--- src/rtl/iic_slave_responder.sv ---
// I2C target that emulates a 16-byte register device (default address 0x50).
// The bus side supports write, random read and current-address read.
// The fabric side has a register preload/readback port and a bus-write strobe.
// The SCL/SDA inputs are synchronised and glitch-filtered before any decoding.
// All SDA_OE changes are delayed HOLD_CYC cycles after the filtered SCL fall.
module iic_slave_responder #(
    parameter logic [6:0] DEV_ADDR   = 7'b101_0000,
    parameter int         FILTER_LEN = 4,
    parameter int         HOLD_CYC   = 60
) (
    input  logic       CLK_200M,
    input  logic       SYS_RSTn,
    input  logic       SCL_IN,
    input  logic       SDA_IN,
    output logic       SDA_OE,
    input  logic       REG_WE,
    input  logic [3:0] REG_ADDR,
    input  logic [7:0] REG_WD,
    output logic [7:0] REG_RD,
    output logic       BUS_WR_STB,
    output logic [3:0] BUS_WR_ADDR,
    output logic [7:0] BUS_WR_DATA,
    output logic       BUSY
);

    localparam logic [3:0]        FLT_LAST  = 4'(FILTER_LEN - 1);
    localparam int                HOLD_W    = $clog2(HOLD_CYC + 1);
    localparam logic [HOLD_W-1:0] HOLD_LOAD = HOLD_W'(HOLD_CYC);

    localparam logic [2:0] ST_IDLE     = 3'd0;
    localparam logic [2:0] ST_DEVADR   = 3'd1;
    localparam logic [2:0] ST_WORDADR  = 3'd2;
    localparam logic [2:0] ST_WRITE    = 3'd3;
    localparam logic [2:0] ST_READ     = 3'd4;
    localparam logic [2:0] ST_WAITSTOP = 3'd5;

    logic              scl_p0, scl_p1, sda_p0, sda_p1;
    logic [3:0]        scl_cnt, sda_cnt;
    logic              scl_flt, sda_flt;
    logic              scl_prev, sda_prev;
    logic              start_ev, stop_ev, rise_ev, fall_ev;
    logic [2:0]        state;
    logic [3:0]        bit_cnt;
    logic [7:0]        shreg;
    logic [7:0]        shift_in;
    logic [3:0]        ptr;
    logic              rd_req;
    logic              mst_ack;
    logic              oe_pend;
    logic [HOLD_W-1:0] hold_cnt;
    logic              addr_hit;
    logic              bus_we;
    logic [2:0]        rd_idx;
    logic [7:0]        mem [16];

    // Two-flop synchronisers; idle bus level is high
    always_ff @(posedge CLK_200M or negedge SYS_RSTn) begin
        if (!SYS_RSTn) begin
            scl_p0 <= 1'b1;
            scl_p1 <= 1'b1;
            sda_p0 <= 1'b1;
            sda_p1 <= 1'b1;
        end else begin
            scl_p0 <= SCL_IN;
            scl_p1 <= scl_p0;
            sda_p0 <= SDA_IN;
            sda_p1 <= sda_p0;
        end
    end

    // Glitch filter: accept a new level only after FILTER_LEN consecutive equal samples
    always_ff @(posedge CLK_200M or negedge SYS_RSTn) begin
        if (!SYS_RSTn) begin
            scl_cnt <= '0;
            sda_cnt <= '0;
            scl_flt <= 1'b1;
            sda_flt <= 1'b1;
        end else begin
            if (scl_p1 == scl_flt) begin
                scl_cnt <= '0;
            end else if (scl_cnt == FLT_LAST) begin
                scl_flt <= scl_p1;
                scl_cnt <= '0;
            end else begin
                scl_cnt <= scl_cnt + 4'd1;
            end
            if (sda_p1 == sda_flt) begin
                sda_cnt <= '0;
            end else if (sda_cnt == FLT_LAST) begin
                sda_flt <= sda_p1;
                sda_cnt <= '0;
            end else begin
                sda_cnt <= sda_cnt + 4'd1;
            end
        end
    end

    // Previous filtered levels for edge detection
    always_ff @(posedge CLK_200M or negedge SYS_RSTn) begin
        if (!SYS_RSTn) begin
            scl_prev <= 1'b1;
            sda_prev <= 1'b1;
        end else begin
            scl_prev <= scl_flt;
            sda_prev <= sda_flt;
        end
    end

    // SDA edges while SCL is high take priority over a coincident SCL edge
    assign start_ev = scl_flt & sda_prev & ~sda_flt;
    assign stop_ev  = scl_flt & ~sda_prev & sda_flt;
    assign rise_ev  = scl_flt & ~scl_prev & ~start_ev & ~stop_ev;
    assign fall_ev  = ~scl_flt & scl_prev;
    assign shift_in = {shreg[6:0], sda_flt};
    assign addr_hit = (shift_in[7:1] == DEV_ADDR);
    assign bus_we   = rise_ev && (state == ST_WRITE) && (bit_cnt == 4'd7);
    assign rd_idx   = 3'(4'd7 - bit_cnt);

    // Protocol sequencer plus the delayed SDA_OE update
    always_ff @(posedge CLK_200M or negedge SYS_RSTn) begin
        if (!SYS_RSTn) begin
            state    <= ST_IDLE;
            bit_cnt  <= '0;
            shreg    <= '0;
            ptr      <= '0;
            rd_req   <= 1'b0;
            mst_ack  <= 1'b0;
            oe_pend  <= 1'b0;
            hold_cnt <= '0;
            SDA_OE   <= 1'b0;
            BUSY     <= 1'b0;
        end else begin
            if (hold_cnt == HOLD_W'(1)) begin
                SDA_OE   <= oe_pend;
                hold_cnt <= '0;
            end else if (hold_cnt != '0) begin
                hold_cnt <= hold_cnt - HOLD_W'(1);
            end

            if (start_ev) begin
                state    <= ST_DEVADR;
                bit_cnt  <= '0;
                SDA_OE   <= 1'b0;
                oe_pend  <= 1'b0;
                hold_cnt <= '0;
            end else if (stop_ev) begin
                state    <= ST_IDLE;
                bit_cnt  <= '0;
                SDA_OE   <= 1'b0;
                oe_pend  <= 1'b0;
                hold_cnt <= '0;
                BUSY     <= 1'b0;
            end else if (rise_ev) begin
                case (state)
                    ST_DEVADR, ST_WORDADR, ST_WRITE: begin
                        if (bit_cnt < 4'd8) begin
                            shreg   <= shift_in;
                            bit_cnt <= bit_cnt + 4'd1;
                            if (bit_cnt == 4'd7) begin
                                if (state == ST_DEVADR) begin
                                    if (addr_hit) begin
                                        rd_req <= shift_in[0];
                                        BUSY   <= 1'b1;
                                    end else begin
                                        state   <= ST_WAITSTOP;
                                        bit_cnt <= '0;
                                    end
                                end else if (state == ST_WORDADR) begin
                                    ptr <= shift_in[3:0];
                                end else begin
                                    ptr <= ptr + 4'd1;
                                end
                            end
                        end else if (bit_cnt == 4'd8) begin
                            bit_cnt <= 4'd9;
                        end
                    end
                    ST_READ: begin
                        if (bit_cnt == 4'd8) begin
                            mst_ack <= ~sda_flt;
                        end
                        if (bit_cnt < 4'd9) begin
                            bit_cnt <= bit_cnt + 4'd1;
                        end
                    end
                    default: ;
                endcase
            end else if (fall_ev) begin
                case (state)
                    ST_DEVADR, ST_WORDADR, ST_WRITE: begin
                        if (bit_cnt == 4'd8) begin
                            oe_pend  <= 1'b1;
                            hold_cnt <= HOLD_LOAD;
                        end else if (bit_cnt == 4'd9) begin
                            bit_cnt  <= '0;
                            oe_pend  <= 1'b0;
                            hold_cnt <= HOLD_LOAD;
                            if (state == ST_DEVADR && rd_req) begin
                                state   <= ST_READ;
                                shreg   <= mem[ptr];
                                ptr     <= ptr + 4'd1;
                                oe_pend <= ~mem[ptr][7];
                            end else if (state == ST_DEVADR) begin
                                state <= ST_WORDADR;
                            end else if (state == ST_WORDADR) begin
                                state <= ST_WRITE;
                            end
                        end
                    end
                    ST_READ: begin
                        if (bit_cnt != 4'd0 && bit_cnt <= 4'd7) begin
                            oe_pend  <= ~shreg[rd_idx];
                            hold_cnt <= HOLD_LOAD;
                        end else if (bit_cnt == 4'd8) begin
                            oe_pend  <= 1'b0;
                            hold_cnt <= HOLD_LOAD;
                        end else if (bit_cnt == 4'd9) begin
                            bit_cnt  <= '0;
                            hold_cnt <= HOLD_LOAD;
                            if (mst_ack) begin
                                shreg   <= mem[ptr];
                                ptr     <= ptr + 4'd1;
                                oe_pend <= ~mem[ptr][7];
                            end else begin
                                state   <= ST_WAITSTOP;
                                oe_pend <= 1'b0;
                            end
                        end
                    end
                    default: ;
                endcase
            end
        end
    end

    // Register file: a bus write is applied last so it wins an address collision
    always_ff @(posedge CLK_200M or negedge SYS_RSTn) begin
        if (!SYS_RSTn) begin
            for (int i = 0; i < 16; i++) begin
                mem[i] <= '0;
            end
        end else begin
            if (REG_WE) begin
                mem[REG_ADDR] <= REG_WD;
            end
            if (bus_we) begin
                mem[ptr] <= shift_in;
            end
        end
    end

    // Fabric readback and bus-write notification
    always_ff @(posedge CLK_200M or negedge SYS_RSTn) begin
        if (!SYS_RSTn) begin
            REG_RD      <= '0;
            BUS_WR_STB  <= 1'b0;
            BUS_WR_ADDR <= '0;
            BUS_WR_DATA <= '0;
        end else begin
            REG_RD     <= mem[REG_ADDR];
            BUS_WR_STB <= bus_we;
            if (bus_we) begin
                BUS_WR_ADDR <= ptr;
                BUS_WR_DATA <= shift_in;
            end
        end
    end

endmodule

--- config.mk ---
export PLATFORM = sky130hd
export DESIGN_NAME = iic_slave_responder
export DESIGN_NICKNAME = d
export VERILOG_FILES = /design/src/rtl/iic_slave_responder.sv
export SDC_FILE = /design/constraint.sdc
export NUM_CORES = 1
export LEC_CHECK = 0
export ABC_CLOCK_PERIOD_IN_PS = 5600
export BUFFER_PORTS_ARGS = -buffer_cell sky130_fd_sc_hd__buf_2
export CORE_UTILIZATION = 55
export CTS_CLUSTER_DIAMETER = 120
export DETAILED_ROUTE_END_ITERATION = 7
export PLACE_DENSITY = 0.72
export SYNTH_ARGS = -nofsm -noshare
export SYNTH_HDL_FRONTEND = slang
export SYNTH_SLANG_ARGS = --single-unit
export TNS_END_PERCENT = 100
--- constraint.sdc ---
create_clock -name CLK_200M -period 5.6 [get_ports CLK_200M]
set_input_delay 0.84 -clock CLK_200M [delete_from_list [all_inputs] [get_ports CLK_200M]]
set_output_delay 0.84 -clock CLK_200M [all_outputs]
set_load 0.05 [all_outputs]
==> results.md <==
* Status: completed
* NumNets Final at 1081
* Slowest cell on crit path: dfstp_2
* Syn Nets at 1102
* Max-slew violations at 0
* DRC viols at 0
* Netlist cell types at 61
* Antenna violations before repair at 0
* Final hold violations at 0
* Clk network pwr share at between 20% and 30%
* YS warnings at 0
* ANT cells at 0
* Leakage at 4.85 nW
* Initial core utilization at a little under three fifths
* Port bufs at 39
* Clk_skew at ~12 ps
* FF-to-FF setup slack at about 2600 ps
* Power Density at 422 mW/mm2
* First-pass GRT wire length at 49600 um
* Skew-Pair Late Insertion Delay at around 450 ps
* Critical path capture point type: flop
* Share of layout cells above drive strength 1 at 18.6%
* Worst Setup Path Type: flop to flop
* GR Util met2 at 44.3%
* Layout area overhead at 6.84%
* HPWL Detailed at 20600 um
* Post-synthesis cell area at approximately 0.012 mm2
* Post_cts resized at 0
* Period utilisation layout at 53.7%
* Net switching power figure at around 2 mW
* CP Launch Type: flop
* Setup crit end: mem[101]
* Post-synth ARST share at 100%
* ANT nets after route at 0
* Critical Path Start: sda_flt
* Gate power share at about 33%
* Vias in the first global route at 8422
* GRT Resource Usage Total at approximately 30%
* Critical path cell sequence: xor2_1, nor4_4, buf_4, nand2_4, nor3_4, o21ai_0
* Post-CTS setup buffers at 0
* Clk slew on worst S/H paths at 70 ps
* Sw frac at around 38%
* Hold Path Stages at 0
* Crit-path max FO at 26
* Average size of a mapped cell at ~11 um2
* GRT busiest layer: met1
* Worst Reg2Reg Path Length in Cells at 6
* Total gr overflow at 0
* Max Cap Violations at 0
* Synth area leader: dfrtp_1
* Dominant cells by area after synthesis: dfrtp_1, mux4_2, mux2i_1
* GPL Wtd Cong at ~0.95
* DR WL/cell at about 23 um
* Vias per inst at 6.48
* Inst Count DP at 1304
* CTS Hold Bufs at 0
* Bufs on Longest Clock Path at 2
* Met1 Track Usage GR at 44.7%
* Least-Margin Pin Slew at 1260 ps
* Top-count cell post-synth: dfrtp_1
* Max-slew headroom at around 16%
* Iteration-0 DRC Markers at about 1000
* Inserted Clock Buffers at 17
* Worst vdd ir at between 200 and 250 uV
* Fmax at between 0.3 and 0.4 GHz
* Fin crit period at 3010 ps
* Largest net degree at the start of global routing at approximately 120
* Critical Path AT at between 3000 and 4000 ps
* H-tree levels at 4
* Root buf cell: clkbuf_16
* R2R Path Start: sda_flt
* Total Routed Length at around 31000 um
* WP data required at 5890 ps
* Worst min path class: flop to flop
* Top Ports at 40
* Core ar. at around 0.020 mm2
* Die W at 147 um
* Internal cell power at ~3.2 mW
* Sequential area share after synthesis at about 42%
* Die Footprint at about 0.022 mm2
* Setup violators final at 0
* Synth top area share at between 40% and 50%
* Top FF cell, synth: dfrtp_1
* Chip Height at approximately 150 um
* Std-Cell Rows at 52
* Post-Synthesis Cells at roughly 1100
* CTS tree: done
* DRT Pass-1 Iters at 7
* Via count at approximately 8700
* GR Util met3 at under 10%
* Fin Setup TNS at 0 ps
* Seq cells post-synth at a little under 200
* R2R Path End: mem[101]
* Cell Count, Final, Fillers Out at ~1300
* Top cells by count, synth: dfrtp_1, nand2_1, mux2i_1
* Critical path's largest stage delay at 900 ps
* RSZ-0062 raised after global routing: false
* TritonCTS Sinks at just under 200
* Post-synth EDFFs at 0
* Sequential share of power at between 40% and 50%
==> metal layers <==
metal	vias up	share of wire, %
met5	-	0.13
met2	469	44
li1	3853	-
met1	4269	43
met4	2	2.6
met3	61	10
==> sequential cells by signal, summed over array words and instances, names as in the netlist, 3 cells and up <==
signal and flops:
mem 128, BUS_WR_DATA 8, REG_RD 8, shreg 8, hold_cnt 6, BUS_WR_ADDR 4
bit_cnt 4, ptr 4, scl_cnt 4, sda_cnt 4, state 3
==> worst max-delay path: cells and delay by family (launching register included) <==
kind	cells	cell delay [ps]
xor gates and xnor gates	1	270
buffers and inverters	1	330
DFF	1	900
AOI/OAI and AO/OA	1	210
and+or+nand+nor	3	1120
==> logic make-up (layout without fill, tap and decap cells) <==
| family | Yosys count | in the layout | synth area share, % |
|---|---|---|---|
| compound gates | 222 | 222 | 10.5 |
| xor+xnor | 8 | 8 | 0.607 |
| fa+ha+maj | 11 | 11 | 1.19 |
| buf+inv | 101 | 93 | 4.25 |
| flops | 195 | 195 | 42.3 |
| mux | 233 | 233 | 27.6 |
| simple gates | 304 | 304 | 13.5 |
==> through the flow <==
step           instance area (um2)  utilization, %  worst slack (ps)  hold slack (ps)  power, mW
3_3_place_gp                 11700            57.5              2680              347       3.87
2_1_floorplan                11500               -              2940              345       3.38
5_1_grt                      12300            60.4              2440              371       5.46
4_1_cts                      12300            60.4              2630              367       5.18
6_report                     12300            60.4              2590              367       5.20
3_5_place_dp                 11700            57.5              2590              354       3.91
==> power groups by stage <==
stage               Combinational, mW  Clock (mW)  Sequential (mW)
floorplan                        1.38           0             2.00
global placement                 1.65           0             2.21
detailed placement               1.70           0             2.21
CTS                              1.71        1.28             2.19
global route                     1.87        1.33             2.25
finish                           1.72        1.27             2.22
==> worst min path at each step <==
| stage | to | from | slack [ps] |
|---|---|---|---|
| 2_1_floorplan | scl_p1 | scl_p0 | 350 |
| 3_3_place_gp | sda_p1 | sda_p0 | 350 |
| 3_5_place_dp | sda_p1 | sda_p0 | 350 |
| 4_1_cts | sda_p1 | sda_p0 | 370 |
| 5_1_grt | sda_p1 | sda_p0 | 370 |
| 6_report | sda_p1 | sda_p0 | 370 |
==> area by class of cell <==
type,instances,area [um2]
timing repair buffer,50,299
clock buffer,20,457
sequential,195,4890
inverter,11,41.3
fill,1664,8090
multi-input combinational,778,6170
tap,270,338
clock inverter,12,144
==> layout by cell type (no fill, tap or decap), types with 9 or more instances in the layout <==
cell type  Yosys  final
nor2_4        12     12
mux2i_1      149    149
inv_1         10     10
o21ai_0      146    146
a21oi_1       23     23
a22oi_1       10     10
o21ai_1       15     15
nand2_1      173    173
nor2_1        28     28
buf_2         38     38
buf_4          9     10
dfrtp_1      187    186
mux4_2        67     67
clkbuf_16      0     17
mux2_2        17     17
nand3_1       17     17
ha_1          11     11
nand2b_1       9      9
(Power assumes the default switching activity.)
